**src/rtl/instr_loader_fsm_pkg.sv**
```systemverilog
// Shared types and constants for the UART instruction loader.
// State encoding, mode codes and the default terminator word.
package loader_pkg;

   typedef enum logic [2:0] {
      ST_LOAD      = 3'd0,
      ST_WRITE     = 3'd1,
      ST_SEL_MODE  = 3'd2,
      ST_RUN       = 3'd3,
      ST_STEP_WAIT = 3'd4,
      ST_STEP      = 3'd5,
      ST_DONE      = 3'd6
   } state_e;

   localparam logic [7:0] MODE_CONT = 8'h01;
   localparam logic [7:0] MODE_STEP = 8'h02;

   localparam logic [31:0] HALT_WORD_DEF = 32'hFFFF_FFFF;

endpackage

```
**src/rtl/instr_loader_fsm_if.sv**
```systemverilog
// Loader bus: UART RX FIFO pop side plus instruction-memory write port.
// slave = loader, master = FIFO/memory side.
interface instr_loader_fsm_if #(
   parameter int NB_DATA = 32,
   parameter int NB_BYTE = 8,
   parameter int NB_ADDR = 7
);

   logic [NB_BYTE-1:0] rx_data;
   logic               rx_empty;
   logic               rx_read;
   logic               imem_wr_en;
   logic [NB_ADDR-1:0] imem_addr;
   logic [NB_DATA-1:0] imem_data;

   modport slave (
      input  rx_data, rx_empty,
      output rx_read, imem_wr_en, imem_addr, imem_data
   );

   modport master (
      output rx_data, rx_empty,
      input  rx_read, imem_wr_en, imem_addr, imem_data
   );

endinterface

```
**src/rtl/instr_loader_fsm_byte_assembler.sv**
```systemverilog
// MSB-first byte-to-word shift register with a byte counter.
// word_valid_o flags the shift that completes a word.
module byte_assembler #(
   parameter int NB_DATA = 32,
   parameter int NB_BYTE = 8
) (
   input  logic               clock,
   input  logic               reset,
   input  logic               clr_i,
   input  logic               shift_i,
   input  logic [NB_BYTE-1:0] byte_i,
   output logic [NB_DATA-1:0] word_o,
   output logic               word_valid_o
);

   localparam int NB_WORDS = NB_DATA / NB_BYTE;
   localparam int NB_CNT   = (NB_WORDS > 1) ? $clog2(NB_WORDS) : 1;
   localparam logic [NB_CNT-1:0] CNT_LAST = NB_CNT'(NB_WORDS - 1);

   logic [NB_DATA-1:0] word_q, word_d;
   logic [NB_CNT-1:0]  cnt_q, cnt_d;

   always_comb begin
      word_d = word_q;
      cnt_d  = cnt_q;
      if (clr_i) begin
         word_d = '0;
         cnt_d  = '0;
      end else if (shift_i) begin
         word_d = (word_q << NB_BYTE) | NB_DATA'(byte_i);
         cnt_d  = (cnt_q == CNT_LAST) ? '0 : cnt_q + NB_CNT'(1);
      end
   end

   always_ff @(posedge clock) begin
      if (reset) begin
         word_q <= '0;
         cnt_q  <= '0;
      end else begin
         word_q <= word_d;
         cnt_q  <= cnt_d;
      end
   end

   assign word_o       = word_q;
   assign word_valid_o = shift_i && (cnt_q == CNT_LAST);

endmodule

```
**src/rtl/instr_loader_fsm.sv**
```systemverilog
// UART debug loader: assembles words into instruction memory, then runs/steps.
// Optional LOADER_CHECKSUM_EN builds an XOR checksum of all written words.
module instr_loader_fsm
   import loader_pkg::*;
#(
   parameter int                 NB_DATA   = 32,
   parameter int                 NB_BYTE   = 8,
   parameter int                 NB_ADDR   = 7,
   parameter logic [NB_DATA-1:0] HALT_WORD = '1
) (
   input  logic               clock,
   input  logic               reset,
   instr_loader_fsm_if.slave  bus,
   input  logic               halt_i,
   output logic               pipe_en,
   output logic [2:0]         state_o,
   output logic               overflow_o,
   output logic [NB_DATA-1:0] checksum_o
);

   localparam logic [NB_ADDR-1:0] ADDR_LAST = '1;

   state_e             state_q, state_d;
   logic [NB_ADDR-1:0] ptr_q, ptr_d;
   logic               ovf_q, ovf_d;
   logic               rd, wr, shift, clr, word_valid;
   logic [NB_DATA-1:0] word;

   byte_assembler #(
      .NB_DATA (NB_DATA),
      .NB_BYTE (NB_BYTE)
   ) u_asm (
      .clock        (clock),
      .reset        (reset),
      .clr_i        (clr),
      .shift_i      (shift),
      .byte_i       (bus.rx_data),
      .word_o       (word),
      .word_valid_o (word_valid)
   );

   always_comb begin
      state_d = state_q;
      ptr_d   = ptr_q;
      ovf_d   = ovf_q;
      rd      = 1'b0;
      wr      = 1'b0;
      shift   = 1'b0;
      clr     = 1'b0;
      pipe_en = 1'b0;
      unique case (state_q)
         ST_LOAD: begin
            rd    = !bus.rx_empty;
            shift = rd;
            if (word_valid) state_d = ST_WRITE;
         end
         ST_WRITE: begin
            wr = 1'b1;
            if (word == HALT_WORD) begin
               state_d = ST_SEL_MODE;
            end else if (ptr_q == ADDR_LAST) begin
               ovf_d   = 1'b1;
               state_d = ST_SEL_MODE;
            end else begin
               ptr_d   = ptr_q + NB_ADDR'(1);
               state_d = ST_LOAD;
            end
         end
         ST_SEL_MODE: begin
            rd = !bus.rx_empty;
            // Unknown mode bytes are popped and dropped.
            if (rd && bus.rx_data == NB_BYTE'(MODE_CONT))
               state_d = ST_RUN;
            else if (rd && bus.rx_data == NB_BYTE'(MODE_STEP))
               state_d = ST_STEP_WAIT;
         end
         ST_RUN: begin
            pipe_en = 1'b1;
            if (halt_i) state_d = ST_DONE;
         end
         ST_STEP_WAIT: begin
            rd = !bus.rx_empty;
            if (rd) state_d = ST_STEP;
         end
         ST_STEP: begin
            pipe_en = 1'b1;
            state_d = halt_i ? ST_DONE : ST_STEP_WAIT;
         end
         ST_DONE: begin
            rd = !bus.rx_empty;
            if (rd) begin
               clr     = 1'b1;
               ptr_d   = '0;
               state_d = ST_LOAD;
            end
         end
         default: state_d = ST_LOAD;
      endcase
   end

   always_ff @(posedge clock) begin
      if (reset) begin
         state_q <= ST_LOAD;
         ptr_q   <= '0;
         ovf_q   <= 1'b0;
      end else begin
         state_q <= state_d;
         ptr_q   <= ptr_d;
         ovf_q   <= ovf_d;
      end
   end

   assign bus.rx_read    = rd;
   assign bus.imem_wr_en = wr;
   assign bus.imem_addr  = ptr_q;
   assign bus.imem_data  = wr ? word : '0;
   assign state_o        = state_q;
   assign overflow_o     = ovf_q;

`ifdef LOADER_CHECKSUM_EN
   logic [NB_DATA-1:0] ck_q, ck_d;

   always_comb begin
      ck_d = ck_q;
      if (wr)  ck_d = ck_q ^ word;
      if (clr) ck_d = '0;
   end

   always_ff @(posedge clock) begin
      if (reset) ck_q <= '0;
      else       ck_q <= ck_d;
   end

   assign checksum_o = ck_q;
`else
   assign checksum_o = '0;
`endif

endmodule

```
**src/flat_wrapper.sv**
```systemverilog
// flat-port wrapper written by rule: the top's interface ports become plain ports
module instr_loader_fsm_flat import loader_pkg::*;
#(
   parameter int                 NB_DATA   = 32,
   parameter int                 NB_BYTE   = 8,
   parameter int                 NB_ADDR   = 7,
   parameter logic [NB_DATA-1:0] HALT_WORD = '1
)
  (clock, reset, halt_i, pipe_en, state_o, overflow_o, checksum_o, bus_rx_data, bus_rx_empty, bus_rx_read, bus_imem_wr_en, bus_imem_addr, bus_imem_data);
  instr_loader_fsm_if #(.NB_DATA(NB_DATA), .NB_BYTE(NB_BYTE), .NB_ADDR(NB_ADDR)) bus_i ();
  input  logic clock;
  input  logic reset;
  input  logic halt_i;
  output logic pipe_en;
  output logic [2:0] state_o;
  output logic overflow_o;
  output logic [NB_DATA-1:0] checksum_o;
  input wire logic [$bits(bus_i.rx_data)-1:0] bus_rx_data;
  input wire logic [$bits(bus_i.rx_empty)-1:0] bus_rx_empty;
  output wire logic [$bits(bus_i.rx_read)-1:0] bus_rx_read;
  output wire logic [$bits(bus_i.imem_wr_en)-1:0] bus_imem_wr_en;
  output wire logic [$bits(bus_i.imem_addr)-1:0] bus_imem_addr;
  output wire logic [$bits(bus_i.imem_data)-1:0] bus_imem_data;
  assign bus_i.rx_data = bus_rx_data;
  assign bus_i.rx_empty = bus_rx_empty;
  assign bus_rx_read = bus_i.rx_read;
  assign bus_imem_wr_en = bus_i.imem_wr_en;
  assign bus_imem_addr = bus_i.imem_addr;
  assign bus_imem_data = bus_i.imem_data;
  instr_loader_fsm #(.NB_DATA(NB_DATA), .NB_BYTE(NB_BYTE), .NB_ADDR(NB_ADDR), .HALT_WORD(HALT_WORD)) u_core (.clock(clock), .reset(reset), .bus(bus_i), .halt_i(halt_i), .pipe_en(pipe_en), .state_o(state_o), .overflow_o(overflow_o), .checksum_o(checksum_o));
endmodule
```
**config.mk**
```make
export PLATFORM = sky130hd
export DESIGN_NAME = instr_loader_fsm_flat
export DESIGN_NICKNAME = d
export VERILOG_FILES = /design/src/rtl/instr_loader_fsm_pkg.sv /design/src/rtl/instr_loader_fsm_if.sv /design/src/rtl/instr_loader_fsm_byte_assembler.sv /design/src/rtl/instr_loader_fsm.sv /design/src/flat_wrapper.sv
export SDC_FILE = /design/constraint.sdc
export NUM_CORES = 1
export LEC_CHECK = 0
export CORE_UTILIZATION = 30
export CTS_CLUSTER_DIAMETER = 150
export DETAILED_ROUTE_END_ITERATION = 8
export DONT_BUFFER_PORTS = 1
export GPL_ROUTABILITY_DRIVEN = 0
export PLACE_DENSITY = 0.41
export SYNTH_ARGS = -nofsm -noshare
export SYNTH_HDL_FRONTEND = slang
export SYNTH_SLANG_ARGS = --single-unit
```
**constraint.sdc**
```tcl
create_clock -name clock -period 1.9 [get_ports clock]
set_input_delay 0.095 -clock clock [delete_from_list [all_inputs] [get_ports clock]]
set_output_delay 0.095 -clock clock [all_outputs]
set_load 0.005 [all_outputs]
```
==> results of run 1 <==
-- synth_stat cells (all sizes together), types with 2 or more instances --
library cell  instances  area [um^2]
nand2                75          282
dfxtp                45          901
a21oi                42          210
buf                  34          250
and3                 32          200
clkbuf               20         75.1
nor2                 10         37.5
nand4                 9         56.3
or4                   5         41.3
inv                   4         15.0
nand2b                4         25.0
o21ai                 4         20.0
o311ai                4         35.0
nand3                 3         15.0
nor2b                 3         18.8
nor3                  3         15.0
nor4                  3         25.0
o211ai                3         22.5
o31ai                 3         22.5
ha                    2         25.0
o21bai                2         15.0
-- tightest hold or removal path, stage by stage --
cell and delay [ns]:
sky130_fd_sc_hd__a21oi_1 0.03, sky130_fd_sc_hd__o211ai_1 0.07, sky130_fd_sc_hd__o22ai_1 0.08
-- layer usage --
metal | vias to the layer above | wire [um] | part of all wire (%) | track usage, %
li1 | 1094 | - | - | -
met1 | 1000 | 3150 | 48 | 20.5
met2 | 66 | 2960 | 45 | 25.9
met3 | 7 | 376 | 5.7 | 4.10
met4 | 0 | 72 | 1.1 | 4.10
met5 | - | 0 | 0 | 0
-- report_power, final --
group	leakage (nW)	switching (W)	internal, W
combinational	0.724	0.000101	0.0000673
clock	0.0574	0.000349	0.000428
sequential	0.366	0.0000151	0.000965
-- final timing paths --
path	start	endpoint	slack, ns	cells after the start
worst max-delay path	u_core.u_asm.word_o[23]$_SDFFE_PP0N_	u_core.bus.imem_addr[2]$_SDFFE_PP0P_	0.11	5
worst min register to register	u_core.overflow_o$_SDFFE_PP0P_	u_core.overflow_o$_SDFFE_PP0P_	0.47	2
worst min-delay path	reset	u_core.state_o[1]$_SDFFE_PP0P_	0.02	3
worst max register to register	u_core.u_asm.word_o[23]$_SDFFE_PP0N_	u_core.bus.imem_addr[2]$_SDFFE_PP0P_	0.11	5
-- per-stage QoR --
stage | power (W) | std cells | setup WS [ns]
detailed placement | 0.00115 | 432 | 0.0246
CTS | 0.00195 | 449 | 0.00992
global placement | 0.00115 | 432 | -0.00689
global route | 0.00200 | 449 | 0.0151
finish | 0.00193 | 449 | 0.113
floorplan | 0.00114 | 354 | 0.227
-- flip-flops by register name (all words and copies together) (netlist names) --
signal	cells
u_core.u_asm.word_o	32
u_core.bus.imem_addr	7
u_core.state_o	3
u_core.u_asm.cnt_q	2
u_core.overflow_o	1
-- layout make-up --
| type | instances | area [um^2] | share of cell area, % |
|---|---|---|---|
| multi-input combinational | 251 | 1290 | 46.2 |
| sequential | 45 | 902 | 32.2 |
| timing repair buffer | 39 | 340 | 12.2 |
| tap | 102 | 128 | 4.56 |
| clock buffer | 6 | 82.6 | 2.95 |
| clock inverter | 2 | 37.5 | 1.34 |
| inverter | 4 | 15.0 | 0.536 |
-- timing repair --
item,CTS,global route
endpoints found under the setup margin,0,8
hold buffers,9,0
endpoints found under the hold margin,13,0
gates resized for setup,0,2
-- cells by family (layout without fill, tap and decap cells) --
group | Yosys count | in the layout | synth area share (%)
AOI/OAI and AO/OA | 64 | 64 | 15.5
DFF | 45 | 45 | 37.4
buffers and inverters | 58 | 51 | 14.1
adders and majority gates | 2 | 2 | 1.04
xor gates and xnor gates | 1 | 1 | 0.364
and+or+nand+nor | 152 | 152 | 31.4
other | 1 | 32 | 0.156
==> results_dict.tcl, run 1 <==
set metrics [dict create \
    yosys_register_bits 45 \
    tritoncts_num_sinks 45 \
    total_negative_setup_slack_ns 0 \
    type_of_the_most_critical_hold_path "in -> reg" \
    synthToLayoutAreaGrowth_pct 16.3 \
    grt_setup_unrepaired "no" \
    relSlewSlack_pct 46.9 \
    worstSetupPathType "reg -> reg" \
    final_util_pct 36.2 \
    final_cell_mix "75 x sky130_fd_sc_hd__nand2_1, 44 x sky130_fd_sc_hd__dfxtp_1, 42 x sky130_fd_sc_hd__a21oi_1" \
    grt_usage_pct 15.8 \
    antenna_violations_before_repair 0 \
    tightestPinTransition_ns 0.797 \
    global_route_wire_length_before_repair_um 10500 \
    setup_violations 0 \
    nFillCells 849 \
    die_h_um 91.6 \
    power.static_leakage_nw 1.15 \
    final_area_um2 2800 \
    worst_setup_path_end_kind "flop" \
    io_buffers 0 \
    drt_drc_violations_left 0 \
    drt_pass1_iterations 4 \
    maximum_fanout_along_the_worst_path 7 \
    period_needed_ns 1.79 \
    drv_cap 0 \
    worst_setup_path_start_kind "flop" \
    synth_seq_area_share_pct 37.4 \
    crit_slowest_cell "sky130_fd_sc_hd__or4_1" \
    mostFrequentLayoutCell "sky130_fd_sc_hd__nand2_1" \
    initial_utilization_pct 31.2 \
    viasPerCell 4.83 \
    clock-root-buffer "sky130_fd_sc_hd__clkbuf_8" \
    num_antenna_cells 0 \
    hold_ws_ns 0.0190 \
    floorplan.die_area_um2 8390 \
    yosys.cell_types.count 37 \
    postPlaceCellArea_um2 2580 \
    drive_above_1_share_pct 13.8 \
    drt-initial-drc-count 103 \
    die-width_um 91.6 \
    floorplan_core_area_um2 7730 \
    critical_path_buf_inv_count 0 \
    std_cell_rows 32 \
    via_count 2167 \
    worst-endpoint-required_ns 2.08 \
    slowest_delay_ns 0.55 \
    cp_cell_sequence "nand4_1 > or4_1 > nor2_2 > nand4b_1 > o21ai_0" \
    clock.fmax_mhz 560 \
    fin_worst_skew_ns 0.00463 \
    first_global_vias 2035 \
    yosys_most_used_dff "sky130_fd_sc_hd__dfxtp_1" \
    synthesis.instances 323 \
    synth_async_sr_flop_share_pct 0 \
    synth-edff-count 0 \
    clk_pin_slew_ns 0.09 \
    h-tree-depth 2 \
    tritoncts "built" \
    irDropWorstVdd_mv 0.240 \
    numCtsBuffers 5 \
    outcome "complete, no violations" \
    ioPinCount 90 \
    grt_start_max_net_pins 36 \
    final.period_utilization_pct 94.0 \
    ctsLongestPathBuffers 2 \
    dp.final_hpwl_um 4600 \
    post_drt_wl_per_cell_um 14.6 \
    ys.warnings.count 0 \
    power_per_cell_area_nw_per_um2 688 \
    detail_route.wirelength_um 6560 \
    crit_arrival_ns 1.96 \
    synthesis.area_per_instance_um2 7.45 \
    clock_latency_on_the_worst_skew_pair_ns 0.30 \
    post-cts-setup-buffer-count 0 \
    final_antenna_net_count 0 \
    hold_violations 0 \
    report.final.slew_viol_count 0 \
    critical_path.top_delay_family "simple AND/OR/NAND/NOR gates" \
    nets 360 \
    grt_remaining_overflow 0 \
    netlist_area_um2 2410 \
]
Power figures use the tool's default switching activity.
==> run 2: changes to the inputs <==
Settings changed: CELL_PAD_IN_SITES_DETAIL_PLACEMENT set to 1, CELL_PAD_IN_SITES_GLOBAL_PLACEMENT set to 1, CTS_CLUSTER_DIAMETER 150 to 60, PLACE_DENSITY 0.41 to 0.54.
==> run 2 against run 1 <==
Against the previous run:
- flip-flop and latch count unchanged
- combinational power down 6%
- fmax up 0.19%
- cell count down 0.67%
- sequential power up 0.4%
- critical path type unchanged
- largest cell class unchanged
- design area down 2.1%
==> results_dict.tcl, run 2 (synthesis gave the netlist of run 1 again) <==
set metrics [dict create \
    outcome "complete, no violations" \
    crit_arrival_ns 1.95 \
    worstReg2RegStart "u_core.u_asm.word_o[21]$_SDFFE_PP0N_" \
    mostFrequentLayoutCell "sky130_fd_sc_hd__nand2_1" \
    worst_setup_path_start_kind "flop" \
    clock_latency_on_the_worst_skew_pair_ns 0.30 \
    worst-endpoint-required_ns 2.07 \
    finalPower_w 0.00173 \
    timing.hold.worst.start "reset" \
    clk_pin_slew_ns 0.08 \
    final_cell_mix "75 x sky130_fd_sc_hd__nand2_1, 43 x sky130_fd_sc_hd__dfxtp_1, 42 x sky130_fd_sc_hd__a21oi_1" \
    ctsLongestPathBuffers 2 \
    first_global_vias 2102 \
    clock.fmax_mhz 561 \
    grt_start_max_net_pins 36 \
    global_route_wire_length_before_repair_um 11000 \
    viasPerCell 4.90 \
    placed_cells 426 \
    total_negative_setup_slack_ns 0 \
    tritoncts_num_sinks 45 \
    initial_utilization_pct 31.2 \
    io_buffers 0 \
    via_count 2186 \
    period_needed_ns 1.78 \
    irDropWorstVdd_mv 0.339 \
    type_of_the_most_critical_hold_path "in -> reg" \
    grt_setup_unrepaired "no" \
    cp-endpoint "u_core.bus.imem_addr[2]$_SDFFE_PP0P_" \
    drt_pass1_iterations 4 \
    drive_above_1_share_pct 13.1 \
    worstSetupPathType "reg -> reg" \
    synthToLayoutAreaGrowth_pct 13.9 \
    wl_met3_um 362 \
    final_cell_count_no_fill 446 \
    num_antenna_cells 0 \
    setup_violations 0 \
    die_h_um 91.6 \
    detail_route.wirelength_um 6770 \
    final_antenna_net_count 0 \
    report.final.slew_viol_count 0 \
    reg_to_reg_critical_path_endpoint "u_core.bus.imem_addr[2]$_SDFFE_PP0P_" \
    drt_drc_violations_left 0 \
    highest-signal-layer "met4" \
    grt_usage_pct 16.5 \
    drt-initial-drc-count 88 \
    nets 357 \
    grt_remaining_overflow 0 \
    hold_violations 0 \
    floorplan_core_area_um2 7730 \
    post_drt_wl_per_cell_um 15.2 \
    rrSetupSlack_ns 0.12 \
    die-width_um 91.6 \
    timing.critical_path.from "u_core.u_asm.word_o[21]$_SDFFE_PP0N_" \
    r2r_cells 6 \
    power_per_cell_area_nw_per_um2 631 \
    drv_cap 0 \
    dr_wl_met2_um 3100 \
    fin_worst_skew_ns 0.00529 \
    tritoncts "built" \
    ioPinCount 90 \
    final.period_utilization_pct 93.9 \
    std_cell_rows 32 \
    maximum_fanout_along_the_worst_path 7 \
    clock-root-buffer "sky130_fd_sc_hd__clkbuf_8" \
    numCtsBuffers 5 \
    largest_register_ffs 32 \
    h-tree-depth 2 \
    antenna_violations_before_repair 0 \
    floorplan.die_area_um2 8390 \
    power.static_leakage_nw 1.12 \
    worst_setup_path_end_kind "flop" \
    wirelength_met1_um 3270 \
    dp.final_hpwl_um 4730 \
]
run 2: worst min path at each step:
stage / endpoint / slack, ns / cells past startpoint
after floorplan: u_core.u_asm.word_o[0]$_SDFFE_PP0N_ / 0.23 / 2
after global placement: u_core.overflow_o$_SDFFE_PP0P_ / 0.17 / 1
after detailed placement: u_core.overflow_o$_SDFFE_PP0P_ / 0.17 / 1
after CTS: u_core.state_o[1]$_SDFFE_PP0P_ / 0.01 / 3
after global routing: u_core.state_o[1]$_SDFFE_PP0P_ / 0.004 / 3
final: u_core.state_o[1]$_SDFFE_PP0P_ / 0.02 / 3
run 2: timing repair:
item | CTS | global route
endpoints found under the hold margin | 13 | 0
endpoints found under the setup margin | 0 | 4
setup buffers | 0 | 3
hold buffers | 9 | 0
gates resized for setup | 0 | 3
run 2: metrics by stage:
step	setup slack, ns	util [%]	hold slack [ns]	area, um^2
after global placement	0.0762	32.9	0.166	2540
after CTS	0.0564	35.1	0.0130	2710
after detailed placement	0.0687	32.9	0.169	2540
after floorplan	0.227	-	0.231	2520
final	0.117	35.5	0.0165	2740
after global routing	0.0165	35.5	0.00445	2740
run 2: metal layers:
metal	track usage (%)	up-vias
met3	4.86	4
met5	0	-
met1	22.4	1036
met2	26.0	55
li1	-	1091
met4	2.78	0
run 2: area by class of cell:
type                    count  area [um^2]
repair buffers             36          318
clock buffers               6         72.6
multi-input cells         251         1290
inverters                   4         15.0
fillers                   962         4990
flip-flops and latches     45          903
clock inverters             2         10.0
well taps                 102          128
run 2: worst max-delay path, cell delays in order, from the launching register on:
cell and delay, ns:
sky130_fd_sc_hd__dfxtp_1 0.37, sky130_fd_sc_hd__nand4_1 0.11, sky130_fd_sc_hd__or4_1 0.56, sky130_fd_sc_hd__nor2_1 0.13
sky130_fd_sc_hd__buf_4 0.15, sky130_fd_sc_hd__nand4b_1 0.22, sky130_fd_sc_hd__o21ai_0 0.12
run 2: power breakdown:
| group | leakage [nW] | internal, W | total (W) | switching [W] |
|---|---|---|---|---|
| combinational | 0.712 | 0.0000611 | 0.000158 | 0.0000968 |
| clock | 0.0450 | 0.000256 | 0.000588 | 0.000332 |
| sequential | 0.366 | 0.000965 | 0.000985 | 0.0000197 |
| total | 1.12 | 0.00128 | 0.00173 | 0.000448 |
==> run 3: changes to the inputs <==
Settings changed: ABC_AREA set to 1, PLACE_DENSITY 0.54 to 0.58.
Clock period 1.9 ns to 1.5 ns, I/O delays scaled along.
==> run 3 against run 2 <==
Against the previous run:
- the flow now finishes with violations (hold timing)
- highest routed layer unchanged
- area after synthesis grew 8.6%
- flip-flop and latch count is the same
- clock skew grew 0.00094 ns
- via count grew 12%
- largest power group unchanged
==> results_dict.tcl, run 3 <==
set metrics [dict create \
    outcome "finished, violations left" \
    failed_checks "hold timing" \
    mostFrequentLayoutCell "sky130_fd_sc_hd__inv_1" \
    tritoncts "built" \
    worst_setup_path_end_kind "flop" \
    final.period_utilization_pct 93.8 \
    synthesis.instances 406 \
    h-tree-depth 2 \
    ioPinCount 90 \
    global_route_wire_length_before_repair_um 11400 \
    hold_buffers 3 \
    tritoncts_num_sinks 45 \
    floorplan_core_area_um2 8340 \
    drt_pass1_iterations 4 \
    synthToLayoutAreaGrowth_pct 22.4 \
    worstSetupPathType "reg -> reg" \
    largest_register_ffs 32 \
    drv_cap 0 \
    period_needed_ns 1.41 \
    postPlaceCellArea_um2 2900 \
    antenna_violations_before_repair 0 \
    type_of_the_most_critical_hold_path "in -> reg" \
    setup_slack_ns 0.0923 \
    grt_start_max_net_pins 69 \
    leading_post_synthesis_cells_by_cell_area "sky130_fd_sc_hd__dfxtp_1 34%, sky130_fd_sc_hd__inv_1 12%, sky130_fd_sc_hd__buf_4 9.8%, sky130_fd_sc_hd__nor2_1 8.5%, sky130_fd_sc_hd__a21oi_1 8.0%" \
    irDropWorstVdd_mv 0.474 \
    drive_above_1_share_pct 19.5 \
    post_drt_wl_per_cell_um 13.4 \
    clock.fmax_mhz 710 \
    critical-path-top-cell-by-count "sky130_fd_sc_hd__nand3_4" \
    num_antenna_cells 0 \
    initial_utilization_pct 31.4 \
    synth_async_sr_flop_share_pct 0 \
    final_antenna_net_count 0 \
    final_cell_mix "84 x sky130_fd_sc_hd__inv_1, 55 x sky130_fd_sc_hd__nand2_1, 47 x sky130_fd_sc_hd__nor2_1" \
    clock_latency_on_the_worst_skew_pair_ns 0.30 \
    synthesis.area_per_instance_um2 6.44 \
    ys.warnings.count 0 \
    final_cell_count_no_fill 551 \
    first_global_vias 2379 \
    drt_drc_violations_left 0 \
    grt_remaining_overflow 0 \
    numCtsBuffers 5 \
    io_buffers 0 \
    detail_route.wirelength_um 7390 \
    synth_seq_area_share_pct 34.4 \
    final_area_um2 3200 \
    cp_cell_sequence "ha_4 > nand3_4 > nor2_4 > nand2_1 > inv_2 > nand3_4 > buf_4 > nand4_1 > a21oi_1" \
    power.static_leakage_nw 1.56 \
    slowest_delay_ns 0.37 \
    report.final.slew_viol_count 0 \
    ctsLongestPathBuffers 2 \
    viasPerCell 4.45 \
    yosys_most_used_dff "sky130_fd_sc_hd__dfxtp_1" \
    netlist_area_um2 2620 \
    synth_common_cells "87 x sky130_fd_sc_hd__inv_1, 59 x sky130_fd_sc_hd__nor2_1, 56 x sky130_fd_sc_hd__nand2_1" \
    std_cell_rows 33 \
    clock-root-buffer "sky130_fd_sc_hd__clkbuf_8" \
    power_per_cell_area_nw_per_um2 928 \
    die-width_um 95.4 \
    yosys_register_bits 45 \
    maximum_fanout_along_the_worst_path 6 \
    hold_violations 10 \
    drt-initial-drc-count 48 \
    worst_setup_path_start_kind "flop" \
    clk_pin_slew_ns 0.09 \
    placed_cells 538 \
    setup_violations 0 \
    grt_setup_unrepaired "yes" \
    dp.final_hpwl_um 5330 \
    fin_worst_skew_ns 0.00623 \
    yosys.cell_count.top_type "sky130_fd_sc_hd__inv_1" \
    die_h_um 95.4 \
    synth-edff-count 0 \
    dp_worst_setup_slack_ns 0.00213 \
    floorplan.die_area_um2 9090 \
    grt_usage_pct 16.3 \
    via_count 2453 \
    crit_slowest_cell "sky130_fd_sc_hd__dfxtp_2" \
    post-synth-top-area-cell "sky130_fd_sc_hd__dfxtp_1" \
    nets 459 \
    crit_arrival_ns 1.61 \
    yosys.area.top_type_share_pct 34.4 \
    hold_ws_ns -0.178 \
    worst-endpoint-required_ns 1.70 \
    yosys.cell_types.count 25 \
]
## run 3: cell count changes in the layout (fill, tap and decap cells not counted), sizes merged, moves of 8 or more
| cell | delta |
|---|---|
| buf | +17 |
| and3 | -32 |
| nand2 | -19 |
| o21ai | +33 |
| nand3 | +8 |
| inv | +85 |
| nor2 | +50 |
## run 3: critical path: cells and delay by family (launching register included)
kind	cells	cell delay [ns]
buffers and inverters	2	0.25
and+or+nand+nor	5	0.47
AOI/OAI and AO/OA	1	0.07
DFF	1	0.37
adders and majority gates	1	0.16
## run 3: final cells by class
class	count	area, um^2
Tap cell	105	131
Clock buffer	5	68.8
Inverter	89	334
Fill cell	1099	5140
Multi-Input combinational cell	256	1270
Sequential cell	45	911
Clock inverter	3	65.1
Timing Repair Buffer	48	425
## run 3: cells by family (layout without fill, tap and decap cells)
logic type	after synthesis	after routing	share of synthesized area, %
compound gates	82	82	16.5
flops	45	45	34.4
other cells	1	32	0.143
buf+inv	136	145	24.8
simple gates	139	139	22.9
fa+ha+maj	2	2	0.957
xor+xnor	1	1	0.335
## run 3: per-layer routing
| layer | track usage, % | up-vias | share of wire [%] |
|---|---|---|---|
| li1 | - | 1247 | - |
| met1 | 20.3 | 1141 | 45 |
| met2 | 27.9 | 63 | 49 |
| met3 | 4.70 | 2 | 5.0 |
| met4 | 3.41 | 0 | 0.42 |
| met5 | 0 | - | 0 |
## run 3: per-stage QoR
stage | util [%] | total power, W | TNS (ns)
after detailed placement | 34.8 | 0.00185 | 0
after CTS | 37.1 | 0.00297 | 0
final | 38.4 | 0.00297 | 0
after floorplan | - | 0.00173 | 0
after global placement | 34.8 | 0.00184 | -0.00324
after global routing | 38.4 | 0.00315 | -0.122
## run 3: power breakdown
part | internal [W] | switching, W | total [W]
clock network | 0.000662 | 0.000445 | 0.00111
logic | 0.000207 | 0.000309 | 0.000516
registers | 0.00129 | 0.0000598 | 0.00135
## run 3: path summary, 6_finish.rpt
path	from	to	slack, ns	cells after the start
max	u_core.bus.imem_addr[0]$_SDFFE_PP0P_	u_core.bus.imem_addr[4]$_SDFFE_PP0P_	0.09	9
min	reset	u_core.state_o[1]$_SDFFE_PP0P_	-0.18	1
max reg2reg	u_core.bus.imem_addr[0]$_SDFFE_PP0P_	u_core.bus.imem_addr[4]$_SDFFE_PP0P_	0.09	9
min reg2reg	u_core.u_asm.cnt_q[1]$_SDFFE_PP0N_	u_core.u_asm.cnt_q[1]$_SDFFE_PP0N_	0.48	2
## run 3: timing repair
item / in CTS / in global routing
pin swaps: 0 / 6
cloned: 0 / 1
gates resized for setup: 6 / 29
setup endpoints to repair: 34 / 74
buffers inserted: 0 / 1
hold endpoints to repair: 13 / 10
